**src/rtl/nnue_feature_sequencer.sv**
```systemverilog
// Move-descriptor FIFO feeding a three-state sequencer that expands each move
// into NNUE accumulator row add/subtract operations and reports the evaluation.
module nnue_feature_sequencer #(
  parameter int unsigned DEPTH = 4
) (
  input  logic        clk,
  input  logic        rst_n,
  input  logic        mv_valid,
  output logic        mv_ready,
  input  logic [5:0]  mv_from,
  input  logic [5:0]  mv_to,
  input  logic        mv_color,
  input  logic        mv_capture,
  input  logic        mv_persp,
  output logic        nn_trigger,
  output logic        nn_player,
  output logic [6:0]  nn_row,
  output logic        nn_add,
  input  logic        nn_finish,
  input  logic [15:0] nn_out,
  output logic        eval_valid,
  output logic [15:0] eval,
  output logic        busy
);

  localparam int unsigned AW = (DEPTH > 1) ? $clog2(DEPTH) : 1;
  localparam logic [AW:0] FULL_CNT = (AW+1)'(DEPTH);
  localparam logic [AW:0] CNT_ONE  = (AW+1)'(1);
  localparam logic [AW-1:0] PTR_ONE = AW'(1);

  typedef struct packed {
    logic [5:0] from;
    logic [5:0] to;
    logic       color;
    logic       capture;
    logic       persp;
  } move_t;

  typedef enum logic [1:0] {IDLE, ISSUE, WAIT} state_t;

  move_t         mem [DEPTH];
  logic [AW-1:0] wr_ptr, rd_ptr;
  logic [AW:0]   count;
  logic          full, empty, push, pop;
  move_t         head;

  state_t        state, state_nx;
  logic [1:0]    op, op_nx;
  logic          ld, done, null_done, last_op, is_null;

  // Feature row for op index: 0 = own piece leaves 'from', 1 = own piece
  // arrives at 'to', 2 = captured opponent piece leaves 'to'.
  function automatic logic [6:0] op_row(input move_t m, input logic [1:0] idx);
    case (idx)
      2'd0:    op_row = {m.color, m.from};
      2'd1:    op_row = {m.color, m.to};
      default: op_row = {~m.color, m.to};
    endcase
  endfunction

  assign full     = (count == FULL_CNT);
  assign empty    = (count == '0);
  assign mv_ready = ~full;
  assign push     = mv_valid & mv_ready;
  assign head     = mem[rd_ptr];
  assign is_null  = (head.from == head.to);
  assign last_op  = (op == 2'd2) || ((op == 2'd1) && !head.capture);

  always_ff @(posedge clk) begin
    if (push) begin
      mem[wr_ptr] <= '{from: mv_from, to: mv_to, color: mv_color,
                       capture: mv_capture, persp: mv_persp};
    end
  end

  always_ff @(posedge clk or negedge rst_n) begin
    if (!rst_n) begin
      wr_ptr <= '0;
      rd_ptr <= '0;
      count  <= '0;
    end else begin
      if (push) wr_ptr <= wr_ptr + PTR_ONE;
      if (pop)  rd_ptr <= rd_ptr + PTR_ONE;
      case ({push, pop})
        2'b10:   count <= count + CNT_ONE;
        2'b01:   count <= count - CNT_ONE;
        default: count <= count;
      endcase
    end
  end

  always_ff @(posedge clk or negedge rst_n) begin
    if (!rst_n) state <= IDLE;
    else        state <= state_nx;
  end

  // The head entry stays resident until its last op finishes, so the FSM
  // reads the move straight from the FIFO instead of keeping a private copy.
  always_comb begin
    state_nx  = state;
    op_nx     = op;
    ld        = 1'b0;
    pop       = 1'b0;
    done      = 1'b0;
    null_done = 1'b0;
    case (state)
      IDLE: begin
        if (!empty) begin
          if (is_null) begin
            pop       = 1'b1;
            null_done = 1'b1;
          end else begin
            ld       = 1'b1;
            op_nx    = 2'd0;
            state_nx = ISSUE;
          end
        end
      end
      ISSUE: state_nx = WAIT;
      WAIT: begin
        if (nn_finish) begin
          if (last_op) begin
            pop      = 1'b1;
            done     = 1'b1;
            state_nx = IDLE;
          end else begin
            ld       = 1'b1;
            op_nx    = op + 2'd1;
            state_nx = ISSUE;
          end
        end
      end
      default: state_nx = IDLE;
    endcase
  end

  always_ff @(posedge clk or negedge rst_n) begin
    if (!rst_n) begin
      op         <= '0;
      nn_row     <= '0;
      nn_add     <= 1'b0;
      nn_player  <= 1'b0;
      eval       <= '0;
      eval_valid <= 1'b0;
    end else begin
      if (ld) begin
        op        <= op_nx;
        nn_row    <= op_row(head, op_nx);
        nn_add    <= (op_nx == 2'd1);
        nn_player <= head.persp;
      end
      if (done) eval <= nn_out;
      eval_valid <= done | null_done;
    end
  end

  assign nn_trigger = (state == ISSUE);
  assign busy       = (state != IDLE) || !empty;

endmodule

```
**config.mk**
```make
export PLATFORM = sky130hd
export DESIGN_NAME = nnue_feature_sequencer
export DESIGN_NICKNAME = d
export VERILOG_FILES = /design/src/rtl/nnue_feature_sequencer.sv
export SDC_FILE = /design/constraint.sdc
export NUM_CORES = 1
export LEC_CHECK = 0
export CORE_MARGIN = 3
export CORE_UTILIZATION = 35
export DETAILED_ROUTE_END_ITERATION = 10
export MAX_ROUTING_LAYER = met4
export PLACE_DENSITY_LB_ADDON = 0.2
export SYNTH_ARGS = -nofsm -noshare
export SYNTH_HDL_FRONTEND = slang
export SYNTH_SLANG_ARGS = --single-unit
```
**constraint.sdc**
```tcl
create_clock -name clk -period 3.93 [get_ports clk]
set_clock_uncertainty 0.15 [all_clocks]
set_input_delay 0.5895 -clock clk [delete_from_list [all_inputs] [get_ports clk]]
set_output_delay 0.5895 -clock clk [all_outputs]
set_load 0.01 [all_outputs]
```
==> out/results.txt <==
Avg Inst Size Synth - 17.0 um2
GRT Total Usage - 13.3%
drt pass-1 iters - 4
Power, Total - 3.99 mW
max-slew violation count - 0
R2R cell count - 11
Critical Path Start Type - flip-flop
final hold violation count - 0
diode count - 0
Synth async-reset ratio - 38.1%
layout overhead on the synthesized area - 25.2%
via count - 2,347
clock-pin slew on the worst setup and hold paths - 0.06 ns
Post-CTS Setup Inserts - 0
P_leak - 1.95 nW
Initial Util - 36.2%
Final #Nets - 359
# fillers - 1,051
Initial DRC Count - 71
internal power - 2.63 mW
Worst-Margin Slew - 0.897 ns
I/O pin count - 64
cell area after synthesis - 0.00417 mm2
routed len/inst - 17.4 um
CTS Sinks - 97
Setup violations, final - 0
Max Cap Viol - 0
Sw Ratio - 34.1%
Core ar. - 0.0115 mm2
Routed Antenna Nets - 0
Yosys cell types - 45
Rows - 39
arrival time at the worst endpoint - 3.55 ns
Syn Inst Count - 245
vias in the first global route - 2,402
H-tree depth - 3
switching pwr - 1.36 mW
commonest non-fill, non-tap cell in the layout - clkdlybuf4s50_1
Worst setup EP type - flip-flop
hold buffer count at cts - 0
I/O Buffers - 63
CP required - 4.05 ns
slew margin rel. - 40.2%
antenna violations before repair - 0
CTS tree - yes
routability cong. - 0.742
Crit. Startpoint - rd_ptr[0]$_DFFE_PN0P_
clk_lat worst skew - 0.35 ns
DRC Markers - 0
RSZ-0062 raised after global routing - no
pre-CTS setup slack - 0.466 ns
DR vias/cell - 5.07
Post-synth EDFFs - 60
largest net degree at the start of global routing - 38
PostCTS Resize Cnt - 0
HP Class - input port to async pin
Top FF cell, synth - edfxtp_1
global-route wire length before repair - 12,700 um
Pwr Density - 764 mW/mm2
Synthesis Warnings - 0
post-route setup slack - 0.501 ns
DP Cell Count - 448
fin crit share - 87.3%
Die Wd - 115 um
Mapped Nets - 288
crit path time final - 3.43 ns
WL final - 8050 um
grt total ovfl - 0
r2r setup slk - 0.50 ns
Reg power frac - 39.9%
Final Non-Filler Cells - 463
clock group share of total power - 20.1%
die area - 0.0133 mm2
Seq cells post-synth - 97
Die Y-Extent - 115 um
crit-path max FO - 12
Clock Root Buffer - clkbuf_16
most frequent cells in the layout - clkdlybuf4s50_1 (62), edfxtp_1 (60), dfrtp_1 (37)
Setup Crit Path Kind - flip-flop to flip-flop
share of layout cells above drive strength 1 - 18.8%
status - finished clean
VDD IR-drop max - 0.409 mV
worst hold slack - 0.200 ns
Fmax achieved - 0.292 GHz
Clock Tree Buf Depth - 2
Logic pwr share - 40.0%
CTS buffer count - 9
worst reg2reg startpoint - rd_ptr[0]$_DFFE_PN0P_
FF-to-FF End - count[2]$_DFFE_PN0P_
sequential fraction of the synthesis area - 65.4%
setup TNS - 0 ns
DP Wirelength - 5360 um
==> layout make-up <==
class	count	area, um2	share of cell area [%]
flip-flops and latches	97	2730	52.2
multi-input cells	127	1340	25.6
repair buffers	68	663	12.7
clock buffers	9	225	4.31
well taps	143	179	3.42
inverters	13	48.8	0.934
clock inverters	6	43.8	0.838
==> power by group through the flow <==
stage	logic (mW)	registers [mW]	clock network, mW
after global routing	1.74	1.63	0.865
after CTS	1.62	1.60	0.826
after global placement	1.60	1.62	0
after detailed placement	1.62	1.62	0
after floorplan	1.09	1.57	0
final	1.60	1.59	0.801
==> worst max-delay path, cell delays in order, from the launching register on <==
cell,delay (ns)
dfrtp_1,0.76
buf_4,0.24
mux4_2,0.52
xor2_1,0.19
nor2_2,0.26
a32o_1,0.21
ha_1,0.17
inv_1,0.06
fa_1,0.37
xor2_1,0.15
nor2_1,0.11
xor2_1,0.16
==> synth_stat cells (2+ instances only) <==
| master | n | area [um2] |
|---|---|---|
| nand3b_1 | 6 | 45.0 |
| and2_1 | 2 | 12.5 |
| dfrtp_1 | 37 | 926 |
| nor3_1 | 2 | 10.0 |
| o2111ai_1 | 6 | 52.6 |
| o21ai_1 | 4 | 20.0 |
| o21ai_0 | 4 | 20.0 |
| a21o_1 | 2 | 15.0 |
| mux2i_1 | 2 | 20.0 |
| nand3_1 | 3 | 15.0 |
| inv_1 | 13 | 48.8 |
| nor2b_1 | 2 | 12.5 |
| nand2_1 | 6 | 22.5 |
| mux2_2 | 16 | 180 |
| clkbuf_1 | 2 | 7.51 |
| nor2_1 | 4 | 15.0 |
| a32o_1 | 2 | 20.0 |
| xnor2_1 | 4 | 35.0 |
| ha_1 | 7 | 87.6 |
| buf_2 | 3 | 15.0 |
| mux4_1 | 6 | 158 |
| o211ai_2 | 7 | 87.6 |
| xor2_1 | 9 | 78.8 |
| edfxtp_1 | 60 | 1800 |
| a21oi_1 | 3 | 15.0 |
| nand2b_1 | 3 | 18.8 |
| and3_1 | 4 | 25.0 |
| mux4_2 | 9 | 203 |
==> metrics by stage <==
stage / instance area (um2) / utilization, %
after floorplan: 4170 / -
after global placement: 4960 / 43.0
after detailed placement: 4960 / 43.0
after CTS: 5230 / 45.4
after global routing: 5230 / 45.4
final: 5230 / 45.4
==> worst max-delay path by stage <==
stage                      endpoint  slack (ns)
2_1_floorplan  count[2]$_DFFE_PN0P_        0.92
3_3_place_gp   count[2]$_DFFE_PN0P_        0.51
3_5_place_dp   count[2]$_DFFE_PN0P_        0.47
4_1_cts        count[2]$_DFFE_PN0P_        0.42
5_1_grt        count[2]$_DFFE_PN0P_        0.20
6_report       count[2]$_DFFE_PN0P_        0.50
==> sequential cells by signal, summed over array words and instances (netlist names) <==
register,cells
count,3
eval,16
eval_valid,1
mem,60
nn_add,1
nn_player,1
nn_row,7
op,2
rd_ptr,2
state,2
wr_ptr,2
==> metal layers <==
| metal | track usage [%] | wire (um) | up-vias |
|---|---|---|---|
| met5 | - | 0 | - |
| met4 | 4.54 | 118 | 0 |
| met2 | 20.9 | 3910 | 63 |
| met3 | 4.68 | 472 | 10 |
| met1 | 15.9 | 3550 | 1178 |
| li1 | - | - | 1096 |
==> cell families after synthesis <==
| family | share of synthesized area, % |
|---|---|
| mux | 13.8 |
| flops | 65.4 |
| buf+inv | 2.58 |
| compound gates | 7.56 |
| xor+xnor | 2.73 |
| fa+ha+maj | 2.58 |
| simple gates | 5.40 |
Note: power is estimated with default switching activity, not from simulation.
